[src/rtl/alu_sequencer.sv]
// Instruction sequencer for a combinational 4-bit ALU: owns acc, carry and a 16x4 register file.
// Every instruction takes READ -> EXEC -> DONE after its handshake. instr_ready is high only in IDLE.
`timescale 1ns/1ps
module alu_sequencer (
  input  logic       clk,
  input  logic       rst,
  input  logic       instr_valid,
  input  logic [7:0] instr,
  output logic       instr_ready,
  output logic       done,
  output logic [3:0] alu_a,
  output logic [3:0] alu_b,
  output logic [2:0] alu_sel,
  output logic       alu_cin,
  input  logic [3:0] alu_out,
  input  logic       alu_cout,
  output logic [3:0] acc,
  output logic       carry,
  input  logic [3:0] dbg_addr,
  output logic [3:0] dbg_data
);

  typedef enum logic [1:0] {S_IDLE, S_READ, S_EXEC, S_DONE} state_t;

  localparam logic [2:0] OP_NOP  = 3'b000;
  localparam logic [2:0] OP_LDI  = 3'b001;
  localparam logic [2:0] OP_LD   = 3'b010;
  localparam logic [2:0] OP_ADD  = 3'b011;
  localparam logic [2:0] OP_XOR  = 3'b100;
  localparam logic [2:0] OP_ST   = 3'b101;
  localparam logic [2:0] OP_ADDI = 3'b110;
  localparam logic [2:0] OP_SETC = 3'b111;

  localparam logic [2:0] SEL_ADD  = 3'b011;
  localparam logic [2:0] SEL_XOR  = 3'b100;
  localparam logic [2:0] SEL_PASS = 3'b111;

  state_t      state_q, state_d;
  logic [7:0]  instr_q, instr_d;
  logic [3:0]  opnd_q, opnd_d;
  logic [3:0]  acc_q, acc_d;
  logic        carry_q, carry_d;
  logic [3:0]  rf_q [16];
  logic        rf_we;

  logic [2:0]  op;
  logic        f;
  logic [3:0]  n;

  assign op = instr_q[7:5];
  assign f  = instr_q[4];
  assign n  = instr_q[3:0];

  assign instr_ready = (state_q == S_IDLE) && !rst;
  assign done        = (state_q == S_DONE) && !rst;
  assign acc         = acc_q;
  assign carry       = carry_q;
  assign dbg_data    = rf_q[dbg_addr];

  always_comb begin
    state_d = state_q;
    instr_d = instr_q;
    opnd_d  = opnd_q;
    acc_d   = acc_q;
    carry_d = carry_q;
    rf_we   = 1'b0;
    // Idle ALU select is pass-A so the ALU's undefined select codes are never presented.
    alu_sel = SEL_PASS;
    alu_a   = 4'h0;
    alu_b   = 4'h0;
    alu_cin = 1'b0;

    case (state_q)
      S_IDLE: begin
        if (instr_valid && instr_ready) begin
          instr_d = instr;
          state_d = S_READ;
        end
      end
      S_READ: begin
        opnd_d  = rf_q[n];
        state_d = S_EXEC;
      end
      S_EXEC: begin
        state_d = S_DONE;
        case (op)
          OP_LDI: begin
            alu_a = n;
            acc_d = alu_out;
          end
          OP_LD: begin
            alu_a = opnd_q;
            acc_d = alu_out;
          end
          OP_ADD: begin
            alu_sel = SEL_ADD;
            alu_a   = acc_q;
            alu_b   = opnd_q;
            alu_cin = f & carry_q;
            acc_d   = alu_out;
            carry_d = alu_cout;
          end
          OP_XOR: begin
            alu_sel = SEL_XOR;
            alu_a   = acc_q;
            alu_b   = opnd_q;
            acc_d   = alu_out;
          end
          OP_ST:   rf_we = 1'b1;
          OP_ADDI: begin
            alu_sel = SEL_ADD;
            alu_a   = acc_q;
            alu_b   = n;
            alu_cin = f & carry_q;
            acc_d   = alu_out;
            carry_d = alu_cout;
          end
          OP_SETC: carry_d = f;
          OP_NOP:  ;
          default: ;
        endcase
      end
      S_DONE:  state_d = S_IDLE;
      default: state_d = S_IDLE;
    endcase
  end

  always_ff @(posedge clk) begin
    if (rst) begin
      state_q <= S_IDLE;
      instr_q <= 8'h00;
      opnd_q  <= 4'h0;
      acc_q   <= 4'h0;
      carry_q <= 1'b0;
      for (int i = 0; i < 16; i++) rf_q[i] <= 4'h0;
    end else begin
      state_q <= state_d;
      instr_q <= instr_d;
      opnd_q  <= opnd_d;
      acc_q   <= acc_d;
      carry_q <= carry_d;
      if (rf_we) rf_q[n] <= acc_q;
    end
  end

endmodule

[config.mk]
export PLATFORM = sky130hd
export DESIGN_NAME = alu_sequencer
export DESIGN_NICKNAME = d
export VERILOG_FILES = /design/src/rtl/alu_sequencer.sv
export SDC_FILE = /design/constraint.sdc
export NUM_CORES = 1
export LEC_CHECK = 0
export ABC_AREA = 1
export BUFFER_PORTS_ARGS = -buffer_cell sky130_fd_sc_hd__buf_2
export CELL_PAD_IN_SITES_DETAIL_PLACEMENT = 0
export CELL_PAD_IN_SITES_GLOBAL_PLACEMENT = 2
export CORE_MARGIN = 2
export CORE_UTILIZATION = 35
export CTS_BUF_LIST = sky130_fd_sc_hd__clkbuf_4 sky130_fd_sc_hd__clkbuf_8 sky130_fd_sc_hd__clkbuf_16
export DETAILED_ROUTE_END_ITERATION = 10
export PLACE_DENSITY_LB_ADDON = 0.08
export REMOVE_ABC_BUFFERS = 1
export SLEW_MARGIN = 20
export SYNTH_ARGS = -nofsm -noshare
export SYNTH_HDL_FRONTEND = slang
export SYNTH_SLANG_ARGS = --single-unit
[constraint.sdc]
create_clock -name clk -period 1.9 [get_ports clk]
set_input_delay 0.38 -clock clk [delete_from_list [all_inputs] [get_ports clk]]
set_output_delay 0.38 -clock clk [all_outputs]
set_load 0.005 [all_outputs]
# Yosys cells after proc, flatten, opt, wreduce, memory -nomap -nowiden
# Memories as Yosys holds them, arrays and structs flattened. A register that Yosys moved wholly into a read port is not among the register bits.
# Index checks and enable logic that the tools add are counted.
[classes]
addsub = 0
multipliers = 0
div_mod_pow = 0
order_cmp = 0
n_eq_ne = 11
shift = 0
n_mux = 21
n_bitwise = 1
n_reduce_logical = 14
[ops]
columns = ["operator", "n"]
rows = [
  ["two-way mux 4 bit", 4],
  ["== test 3 bit, second input constant", 4],
  ["one-hot mux 4 bit (3 select lines)", 1],
  ["two-way mux 1 bit", 10],
  ["one-hot mux 2 bit (4 select lines)", 1],
  ["one-hot mux 4 bit (2 select lines)", 1],
  ["== test 3 x 2 -> 1 bit, second input constant", 2],
  ["one-hot mux 3 bit (2 select lines)", 1],
  ["AND reduction 2 bit", 3],
  ["OR reduction 5 bit", 1],
  ["== test 2 bit, second input constant", 2],
  ["OR reduction 2 bit", 2],
  ["OR reduction 4 bit", 1],
  ["== test 3 x 1 -> 1 bit, second input constant", 1],
  ["logical AND 1 bit", 3],
  ["two-way mux 3 bit", 1],
  ["OR reduction 3 bit", 1],
  ["== test 2 x 1 -> 1 bit, second input constant", 1],
  ["zero test 2 bit", 1],
  ["two-way mux 2 bit", 1],
  ["inequality test 2 x 1 -> 1 bit, second input constant", 1],
  ["one-hot mux 1 bit (2 select lines)", 1],
  ["nonzero test 2 bit", 1],
  ["AND 1 bit", 1],
  ["zero test 1 bit", 1],
]
[totals]
ff_bits = 15
latchBits = 0
ramBits = 64
rom_bits = 0
input_bits = 20
output_inout_bits = 23
elab_cells = 52
mem_count = 1
[mem_list]
columns = ["memory", "words", "width", "read_ports", "rd_clocked_by_memory_dff", "write_ports", "line_no", "source"]
rows = [
  ["rf_q", 16, 4, 2, 1, 16, "43", "logic [3:0] rf_q [16];"],
]

# Longest topological paths before layout
# Gate-level depths: netlist (run 1).
[logic_depth]
depth_word = 8
depth_mapped = 11

# Worst setup path after synthesis (run 1)
# Ideal clock, no wire load.
[synth_timing]
path_kind = "in2out"
startpoint = "input dbg_addr[0]"
endpoint = "output dbg_data[3]"
arrival_time_ns = 1.290
slack_ns = 0.230
path_stages = 8
cell_sequence = "buf_2 > inv_1 > buf_2 > buf_2 > nor2_1 > o211ai_1 > nand3_1 > nand2_1"
[synth_between]
elab_chain_len = 1
[synth_rtl]
columns = ["item", "line_no", "source"]
rows = [
  ["from (decl)", "19", "input logic [3:0] dbg_addr,"],
  ["memory read (16 x 4 bit)", "-", ""],
  ["to (decl)", "20", "output logic [3:0] dbg_data"],
]
# No other way between the ends.

# Worst setup path in the final report (run 1)
[layout_timing]
startpoint = "register instr_q[5]"
endpoint = "output alu_a[1]"
[layout_between]
elab_chain_len = 4
word_cells_on_any_way = 8
cone_classes = "5 x eq/ne; 2 x mux; 1 x reduce/logical"
[layout_rtl]
columns = ["item", "line_no", "source"]
rows = [
  ["from (decl)", "39", "logic [7:0] instr_q, instr_d;"],
  ["from (signal assigned)", "138", "instr_q <= instr_d;"],
  ["== test 3 bit or == test 3 x 2 -> 1 bit (tied branches)", "86", "case (op)"],
  ["OR reduction 3 bit (no source line)", "-", ""],
  ["one-hot mux 4 bit (3 select lines) *", "86", ""],
  ["two-way mux 4 bit *", "73", "case (state_q)"],
  ["to (decl)", "11", "output logic [3:0] alu_a,"],
]
# Every way passes the cells marked *; elsewhere a longest branch is shown, timed or not.

==> results.cfg, run 1 <==
[run_status]
status = complete, but fails checks
violations = setup timing

[synthesis]
syn_avg_cell_area_um2 = 7.55
synth.top_cell.area_share_pct = 41.6
synth-seq-cells = 83
ys_top_cells_by_area = edfxtp_1 (42%), nand2_1 (15%), nor2_1 (11%), dfxtp_1 (8.2%), o21ai_0 (5.5%)
synth_area_um2 = 4620
synth_cell_type_count = 25
yosys.area.top_type = edfxtp_1
yosysWarnings = 0
yosysSeqAreaShare_pct = 49.8
syn_inst = 612

[setup_path]
cp-end-kind = primary output
critPathLaunchType = flip-flop
cp.required_ns = 1.52
rrSetupSlack_ns = 0.20
critPathKind = flip-flop to primary output
cp_max_fo = 5
critPathArrivalTime_ns = 1.56

[grt]
grt_pass1_vias = 4130
grt_start_max_net_pins = 37
grt_usage_pct = 20.6
grt_pass1_wl_mm = 22.4
antenna_found_initial = 0
grt-ovfl-total = 0

[drt]
routed.top_layer = met4
drc = 0
drt-total-wl_mm = 14.5
drt_pass1_iterations = 6
dr_wl_met2_mm = 7.17
drt-initial-drc-count = 281
via_per_inst = 5.10
wl_met3_um = 754
vias = 4385
m1WireLength_mm = 6.30
postRouteAntennaNets = 0
wl_per_cell_um = 16.9

[floorplan]
dieHeight_um = 119
core_area_um2 = 12800
die_area_um2 = 14100
io_pins = 43
start_util_pct = 36.2
rows = 41
die_w_um = 119

[cells_and_area]
utilization_pct = 45.2
final_common_cell = nand2_1
mostFrequentLayoutCells = nand2_1 (181), nor2_1 (131), edfxtp_1 (64)
area_growth_syn_to_layout_pct = 25.1
n_antenna_cell = 0
final_area_um2 = 5780
drive_gt1_share_pct = 20.8
nNetsFinal = 708
fill_cells = 1298

[place]
placed_area_um2 = 5310
port_buffers = 42
gp_congestion = 0.856
hpwl_mm = 10.2

[clock_tree]
cts.sinks = 83
cts-root-buf = clkbuf_16
cts_hold_buf = 0
clock_latency_ns = 0.34
cts_buffers = 9
htree_num_levels = 3
cts_tree = yes
clkTransAtPathRegs_ns = 0.06
cts_buffer_depth = 2

[hold_path]
hold_class = input pin to flip-flop

[sta]
rsz0062_at_grt = true
setup_tns_ns = -0.0622
max-slew-margin-rel_pct = 77.7
final-setup-viol-count = 4
fmax_ghz = 0.515
holdWs_ns = 0.238
finalHoldViolations = 0
period_needed_ns = 1.94
report.final.slew_viol_count = 0
tightest_slew_ns = 0.334
fin_skew_ns = 0.00633
min_period_over_period_pct = 102
setup_slack_ns = -0.0400

[pwr]
leakage_uw = 0.00236
max-vdd-ir-drop_v = 0.000533
p_per_area_nw_per_um2 = 939

[run]
drv_cap = 0
-- per-stage QoR --
stage | total power [uW] | std cells | worst slack, ns
after detailed placement | 3590 | 838 | 0.0553
after CTS | 5400 | 856 | 0.00337
after floorplan | 2970 | 578 | -0.568
after global routing | 5690 | 860 | -0.117
final | 5430 | 860 | -0.0400
after global placement | 3590 | 838 | 0.0445
-- final timing paths --
kind,from,end,cells past startpoint
setup reg to reg,state_q[0]$_SDFFE_PP0P_,rf_q[12][0]$_SDFFCE_PN0P_,7
hold reg to reg,state_q[0]$_SDFFE_PP0P_,state_q[0]$_SDFFE_PP0P_,2
hold / removal,instr[5],instr_q[5]$_SDFFE_PP0P_,3
setup / recovery,instr_q[5]$_SDFFE_PP0P_,alu_a[1],9
-- critical path, stage by stage, from the launching register on --
cell and delay (ns):
dfxtp_2 0.34, inv_2 0.05, buf_6 0.12, nand2_4 0.07, inv_4 0.04, nor2_4 0.16, nor2_1 0.07, a21oi_1 0.15
a21oi_2 0.08, buf_2 0.12
-- synth_stat cells --
cell type  number
nand2_1       184
nor2_1        133
edfxtp_1       64
o21ai_0        51
nand3_1        36
inv_1          28
dfxtp_1        19
a21oi_1        17
buf_2          16
clkbuf_1       15
o211ai_1       11
o31ai_1         8
ha_1            5
clkinv_1        4
nand4_1         4
nor3_2          4
o22ai_1         4
nor2_2          2
and3_1          1
buf_1           1
buf_4           1
clkbuf_2        1
inv_2           1
nand4_2         1
nor3_1          1
-- metal layers --
metal,up-vias,GRT usage [%]
met1,2056,26.1
met2,144,35.9
li1,2161,-
met5,-,0
met4,0,7.22
met3,24,2.68
-- where the power goes --
group          internal, uW  switching [uW]
registers              2100             146
logic                   485             921
clock network          1020             750
total                  3610            1820
-- kinds of logic (layout without fill, tap and decap cells) --
group	after synthesis	count (layout)	synth area share, %
and+or+nand+nor	366	366	31.8
AOI/OAI and AO/OA	91	91	11.0
DFF	83	83	49.8
adders and majority gates	5	5	1.35
buffers and inverters	67	143	5.98
-- state kept, by name, summed over array words and instances, names as in the netlist --
name	count
rf_q	64
instr_q	8
acc	4
opnd_q	4
state_q	2
carry	1
-- final cells by class --
cell class              instances  area (um^2)  share of cell area, %
flip-flops and latches         83         2310                   39.9
multi-input cells             462         2120                   36.7
repair buffers                 94          704                   12.2
clock buffers                   9          225                   3.90
well taps                     172          215                   3.72
inverters                      33          129                   2.23
clock inverters                 7         75.1                   1.30
-- timing repair --
item / 4_1_cts / 5_1_grt
gates cloned: 0 / 1
resized for setup: 20 / 22
pin swaps: 4 / 9
setup buffers: 2 / 3
setup endpoints to repair: 10 / 12
Note: power is estimated with default switching activity, not from simulation.
==> run 2: changes to the inputs <==
==> constraint.sdc (replaced) <==
create_clock -name clk -period 1.9 [get_ports clk]
set_input_delay 0.19 -clock clk [delete_from_list [all_inputs] [get_ports clk]]
set_output_delay 0.19 -clock clk [all_outputs]
set_load 0.005 [all_outputs]
==> run 2 against run 1 <==
Sequential power about the same. Largest cell class unchanged. Register-to-register slack got worse by 0.12 ns. The run now ends clean. Critical endpoint is now rf_q[11][0]$_SDFFCE_PN0P_. Total power fell by 1.9%. Largest power group unchanged. Wire length rose by 0.95%. Count of clock-buffer cells in the layout up 1.
==> results.cfg, run 2 (synthesized netlist as in run 1, its figures left out) <==
[floorplan]
rows = 41
die_w_um = 119
start_util_pct = 36.2
core_area_um2 = 12800
dieHeight_um = 119
die_area_um2 = 14100
io_pins = 43

[grt]
grt_pass1_wl_mm = 23.0
antenna_found_initial = 0
grt_start_max_net_pins = 30
grt_pass1_vias = 4246
grt_usage_pct = 21.6
grt-ovfl-total = 0

[hold_path]
whs_endpoint = instr_q[5]$_SDFFE_PP0P_
hold_path.startpoint = instr[5]
whs_path_depth = 3
hold_class = input pin to flip-flop

[setup_path]
critPathLaunchType = flip-flop
critical_path.most_common_cell = nand2_1
cp.required_ns = 1.95
rrSetupSlack_ns = 0.08
path_cells = inv_1 > ha_1 > nand4_2 > nor3_4 > buf_4 > nand2_1 > nand2_1
crit_path_max_incr_delay_ns = 0.31
cp_max_fo = 4
reg2regPathDepth = 7
slowest_stage = dfxtp_1
rr_endpoint = rf_q[11][0]$_SDFFCE_PN0P_
rr_startpoint = state_q[0]$_SDFFE_PP0P_
critPathArrivalTime_ns = 1.87
cp-end-kind = flip-flop
critPathKind = flip-flop to flip-flop

[pwr]
max-vdd-ir-drop_v = 0.000432
leakage_uw = 0.00230
p_per_area_nw_per_um2 = 956
finalPower_uw = 5320

[clock_tree]
cts.sinks = 83
post_cts_buffers = 0
cts-root-buf = clkbuf_16
htree_num_levels = 3
cts_buffer_depth = 2
cts_hold_buf = 0
cts_tree = yes
clock_latency_ns = 0.35
ctsResizeCount = 0
cts_buffers = 9
clkTransAtPathRegs_ns = 0.06

[sta]
rsz0062_at_grt = true
report.final.slew_viol_count = 0
min_period_over_period_pct = 95.7
fmax_ghz = 0.550
fin_skew_ns = 0.00956
tightest_slew_ns = 0.400
period_needed_ns = 1.82
final-setup-viol-count = 0
max-slew-margin-rel_pct = 73.2
finalHoldViolations = 0

[cells_and_area]
regMostFlops = rf_q
biggestRegsByFlops = rf_q (64), instr_q (8)
n_antenna_cell = 0
stdcell_count = 851
nNetsFinal = 699
final_common_cell = nand2_1
drive_gt1_share_pct = 17.1
utilization_pct = 43.6
area_growth_syn_to_layout_pct = 20.5
mostFrequentLayoutCells = nand2_1 (181), nor2_1 (131), edfxtp_1 (64)
largest_reg_flops = 64

[place]
port_buffers = 42
hpwl_mm = 10.6
gp_congestion = 0.799
dp_cells = 835

[drt]
postRouteAntennaNets = 0
vias = 4332
wl_per_cell_um = 17.2
drt-initial-drc-count = 470
via_per_inst = 5.09
drc = 0
drt_pass1_iterations = 5
drt-total-wl_mm = 14.7

[run]
drv_cap = 0

[run_status]
status = finished, final reports clean
## run 2: changes by cell type in the layout (fill, tap and decap cells not counted), sizes merged
cell      before  now
buf           93   85
clkinv         5    9
clkinvlp       3    0
inv           31   29
## run 2: worst max-delay path by stage
stage	start	end	slack (ns)	cells past startpoint
6_report	state_q[0]$_SDFFE_PP0P_	rf_q[11][0]$_SDFFCE_PN0P_	0.08	7
5_1_grt	state_q[0]$_SDFFE_PP0P_	rf_q[4][2]$_SDFFCE_PN0P_	-0.006	7
4_1_cts	instr_q[5]$_SDFFE_PP0P_	alu_cin	0.004	6
3_5_place_dp	state_q[0]$_SDFFE_PP0P_	rf_q[15][3]$_SDFFCE_PN0P_	0.05	7
3_3_place_gp	state_q[0]$_SDFFE_PP0P_	rf_q[7][3]$_SDFFCE_PN0P_	0.09	7
2_1_floorplan	instr_q[0]$_SDFFE_PP0P_	rf_q[5][0]$_SDFFCE_PN0P_	-0.57	4
## run 2: area by class of cell
type	instances	area (um^2)
inverters	33	124
repair buffers	85	558
fillers	1284	7210
well taps	172	215
multi-input cells	462	2080
clock buffers	10	233
flip-flops and latches	83	2300
clock inverters	6	56.3
## run 2: where the power goes
| part | leakage (uW) | switching, uW | internal, uW |
|---|---|---|---|
| clock network | 0.000145 | 717 | 1020 |
| logic | 0.00133 | 912 | 435 |
| registers | 0.000817 | 141 | 2100 |
## run 2: critical path, delay by kind of cell (launching register included)
family | cells | cell delay (ns)
flip-flops | 1 | 0.31
adder cells (fa/ha/maj) | 1 | 0.23
buffers and inverters | 2 | 0.27
AND/OR/NAND/NOR | 4 | 0.70
## run 2: through the flow
stage	setup WS, ns	setup TNS (ns)	instance area (um^2)	hold WS, ns
5_1_grt	-0.00581	-0.0297	5570	0.0566
4_1_cts	0.00415	0	5530	0.0322
3_3_place_gp	0.0868	0	5240	0.390
6_report	0.0817	0	5570	0.0436
3_5_place_dp	0.0522	0	5240	0.394
2_1_floorplan	-0.568	-32.31	4470	0.259
## run 2: per-layer routing
layer  vias to the layer above  part of all wire (%)  track usage [%]
li1                       2142                     -                -
met1                      2039                    46             28.2
met2                       125                    47             35.7
met3                        26                   4.1             2.78
met4                         0                   3.0             10.0
met5                         -                     0                0
==> run 3: changes to the inputs <==
--- a/config.mk
+++ b/config.mk
@@ -6,13 +6,13 @@
 export NUM_CORES = 1
 export LEC_CHECK = 0
 export ABC_AREA = 1
-export BUFFER_PORTS_ARGS = -buffer_cell sky130_fd_sc_hd__buf_2
 export CELL_PAD_IN_SITES_DETAIL_PLACEMENT = 0
 export CELL_PAD_IN_SITES_GLOBAL_PLACEMENT = 2
 export CORE_MARGIN = 2
-export CORE_UTILIZATION = 35
+export CORE_UTILIZATION = 37
 export CTS_BUF_LIST = sky130_fd_sc_hd__clkbuf_4 sky130_fd_sc_hd__clkbuf_8 sky130_fd_sc_hd__clkbuf_16
 export DETAILED_ROUTE_END_ITERATION = 10
+export DONT_BUFFER_PORTS = 1
 export PLACE_DENSITY_LB_ADDON = 0.08
 export REMOVE_ABC_BUFFERS = 1
 export SLEW_MARGIN = 20
==> run 3 against run 2 <==
Total power is 1.2% lower. Combinational power fell by 5%. Final area is 3.1% lower. Hold slack worse by 0.032 ns. Maximum frequency grew 2.8%.
==> results.cfg, run 3 (synthesized netlist as in run 1, its figures left out) <==
[cells_and_area]
drive_gt1_share_pct = 10.7
utilization_pct = 44.6
mostFrequentLayoutCells = nand2_1 (182), nor2_1 (133), edfxtp_1 (64)
nNetsFinal = 664
n_antenna_cell = 0
regMostFlops = rf_q
largest_reg_flops = 64
final_area_um2 = 5400
final_common_cell = nand2_1
area_growth_syn_to_layout_pct = 16.8
biggestRegsByFlops = rf_q (64), instr_q (8)

[floorplan]
io_pins = 43
die_w_um = 116
die_area_um2 = 13400
rows = 40
core_area_um2 = 12100
start_util_pct = 38.2
dieHeight_um = 116

[run]
drv_cap = 0

[grt]
grt-ovfl-total = 0
antenna_found_initial = 0
grt_start_max_net_pins = 37
grt_pass1_wl_mm = 22.6
grt_usage_pct = 22.9
grt_pass1_vias = 4088

[clock_tree]
cts_buffer_depth = 2
cts-root-buf = clkbuf_16
cts_buffers = 9
clkTransAtPathRegs_ns = 0.06
cts.sinks = 83
clock_latency_ns = 0.35
cts_tree = yes
htree_num_levels = 3

[drt]
drt_pass1_iterations = 5
postRouteAntennaNets = 0
drc = 0
vias = 4198
drt-initial-drc-count = 291
drt-total-wl_mm = 14.6
via_per_inst = 5.17
wl_per_cell_um = 18.0

[sta]
max-slew-margin-rel_pct = 72.1
final-setup-viol-count = 0
finalHoldViolations = 0
rsz0062_at_grt = false
min_period_over_period_pct = 93.1
fmax_ghz = 0.565
setup_slack_ns = 0.131
report.final.slew_viol_count = 0
tightest_slew_ns = 0.417
setup_tns_ns = 0
fin_skew_ns = 0.00578
period_needed_ns = 1.77

[hold_path]
hold_class = input pin to flip-flop

[place]
port_buffers = 0
place_ws_ns = 0.145
placed_area_um2 = 5010
gp_congestion = 0.863
hpwl_mm = 10.5

[pwr]
p_sw_share_pct = 33.0
seqPwrFrac_pct = 42.4
comb_power_share_pct = 24.4
max-vdd-ir-drop_v = 0.000671
p_switching_uw = 1730
p_clk_share_pct = 33.2
intPower_uw = 3520
leakage_uw = 0.00211
p_per_area_nw_per_um2 = 975

[setup_path]
cp_max_fo = 5
critPathKind = flip-flop to flip-flop
cp-end-kind = flip-flop
cp.required_ns = 1.95
critPathArrivalTime_ns = 1.81
critPathLaunchType = flip-flop

[run_status]
status = finished, final reports clean
[run 3: changes by cell type in the layout (fill, tap and decap cells not counted), moves of 2 or more]
cell,before,now
clkinv_1,6,4
dlygate4sd3_1,0,8
dfxtp_1,17,19
clkinvlp_4,0,3
nor2_4,2,0
nor2_1,131,133
buf_2,42,0
dfxtp_2,2,0
[run 3: timing repair]
item,4_1_cts,5_1_grt
resized for setup,0,3
hold buffers,8,0
endpoints found under the setup margin,0,7
setup buffers,0,0
endpoints found under the hold margin,9,0
[run 3: critical path, stage by stage, from the launching register on]
cell,delay [ns]
dfxtp_1,0.31
inv_1,0.10
ha_1,0.23
nand4_2,0.20
nor3_2,0.18
buf_4,0.16
nand2_1,0.11
nand2_1,0.18
[run 3: final cells by class]
cell class | count | area [um^2]
Fill cell | 1304 | 6720
Multi-Input combinational cell | 462 | 2050
Clock buffer | 10 | 233
Tap cell | 168 | 210
Sequential cell | 83 | 2300
Timing Repair Buffer | 50 | 408
Inverter | 33 | 124
Clock inverter | 6 | 66.3
[run 3: through the flow]
| stage | instances | hold slack [ns] | power (uW) |
|---|---|---|---|
| 2_1_floorplan | 578 | 0.259 | 2970 |
| 3_3_place_gp | 788 | 0.263 | 3520 |
| 3_5_place_dp | 788 | 0.265 | 3520 |
| 4_1_cts | 812 | 0.00209 | 5290 |
| 5_1_grt | 812 | 0.0262 | 5520 |
| 6_report | 812 | 0.0111 | 5260 |
[run 3: final timing paths]
path,start,end,slack (ns),cells past startpoint
worst max-delay path,state_q[0]$_SDFFE_PP0P_,rf_q[4][1]$_SDFFCE_PN0P_,0.13,7
worst min-delay path,alu_out[1],acc[1]$_SDFFE_PP0P_,0.01,2
worst min register to register,carry$_SDFFE_PP0P_,carry$_SDFFE_PP0P_,0.49,2
worst max register to register,state_q[0]$_SDFFE_PP0P_,rf_q[4][1]$_SDFFCE_PN0P_,0.13,7
[run 3: per-layer routing]
metal	track usage, %	up-vias	part of all wire [%]
li1	-	2068	-
met1	30.5	1993	46
met2	38.2	120	48
met3	3.66	17	4.7
met4	8.10	0	2.0
met5	0	-	0
[run 3: power groups by stage]
stage                     Combinational (uW)  Sequential [uW]  Clock [uW]
after global routing                    1430             2250        1850
after detailed placement                1260             2260           0
after global placement                  1260             2260           0
final                                   1280             2230        1750
after CTS                               1280             2220        1790
after floorplan                          712             2260           0
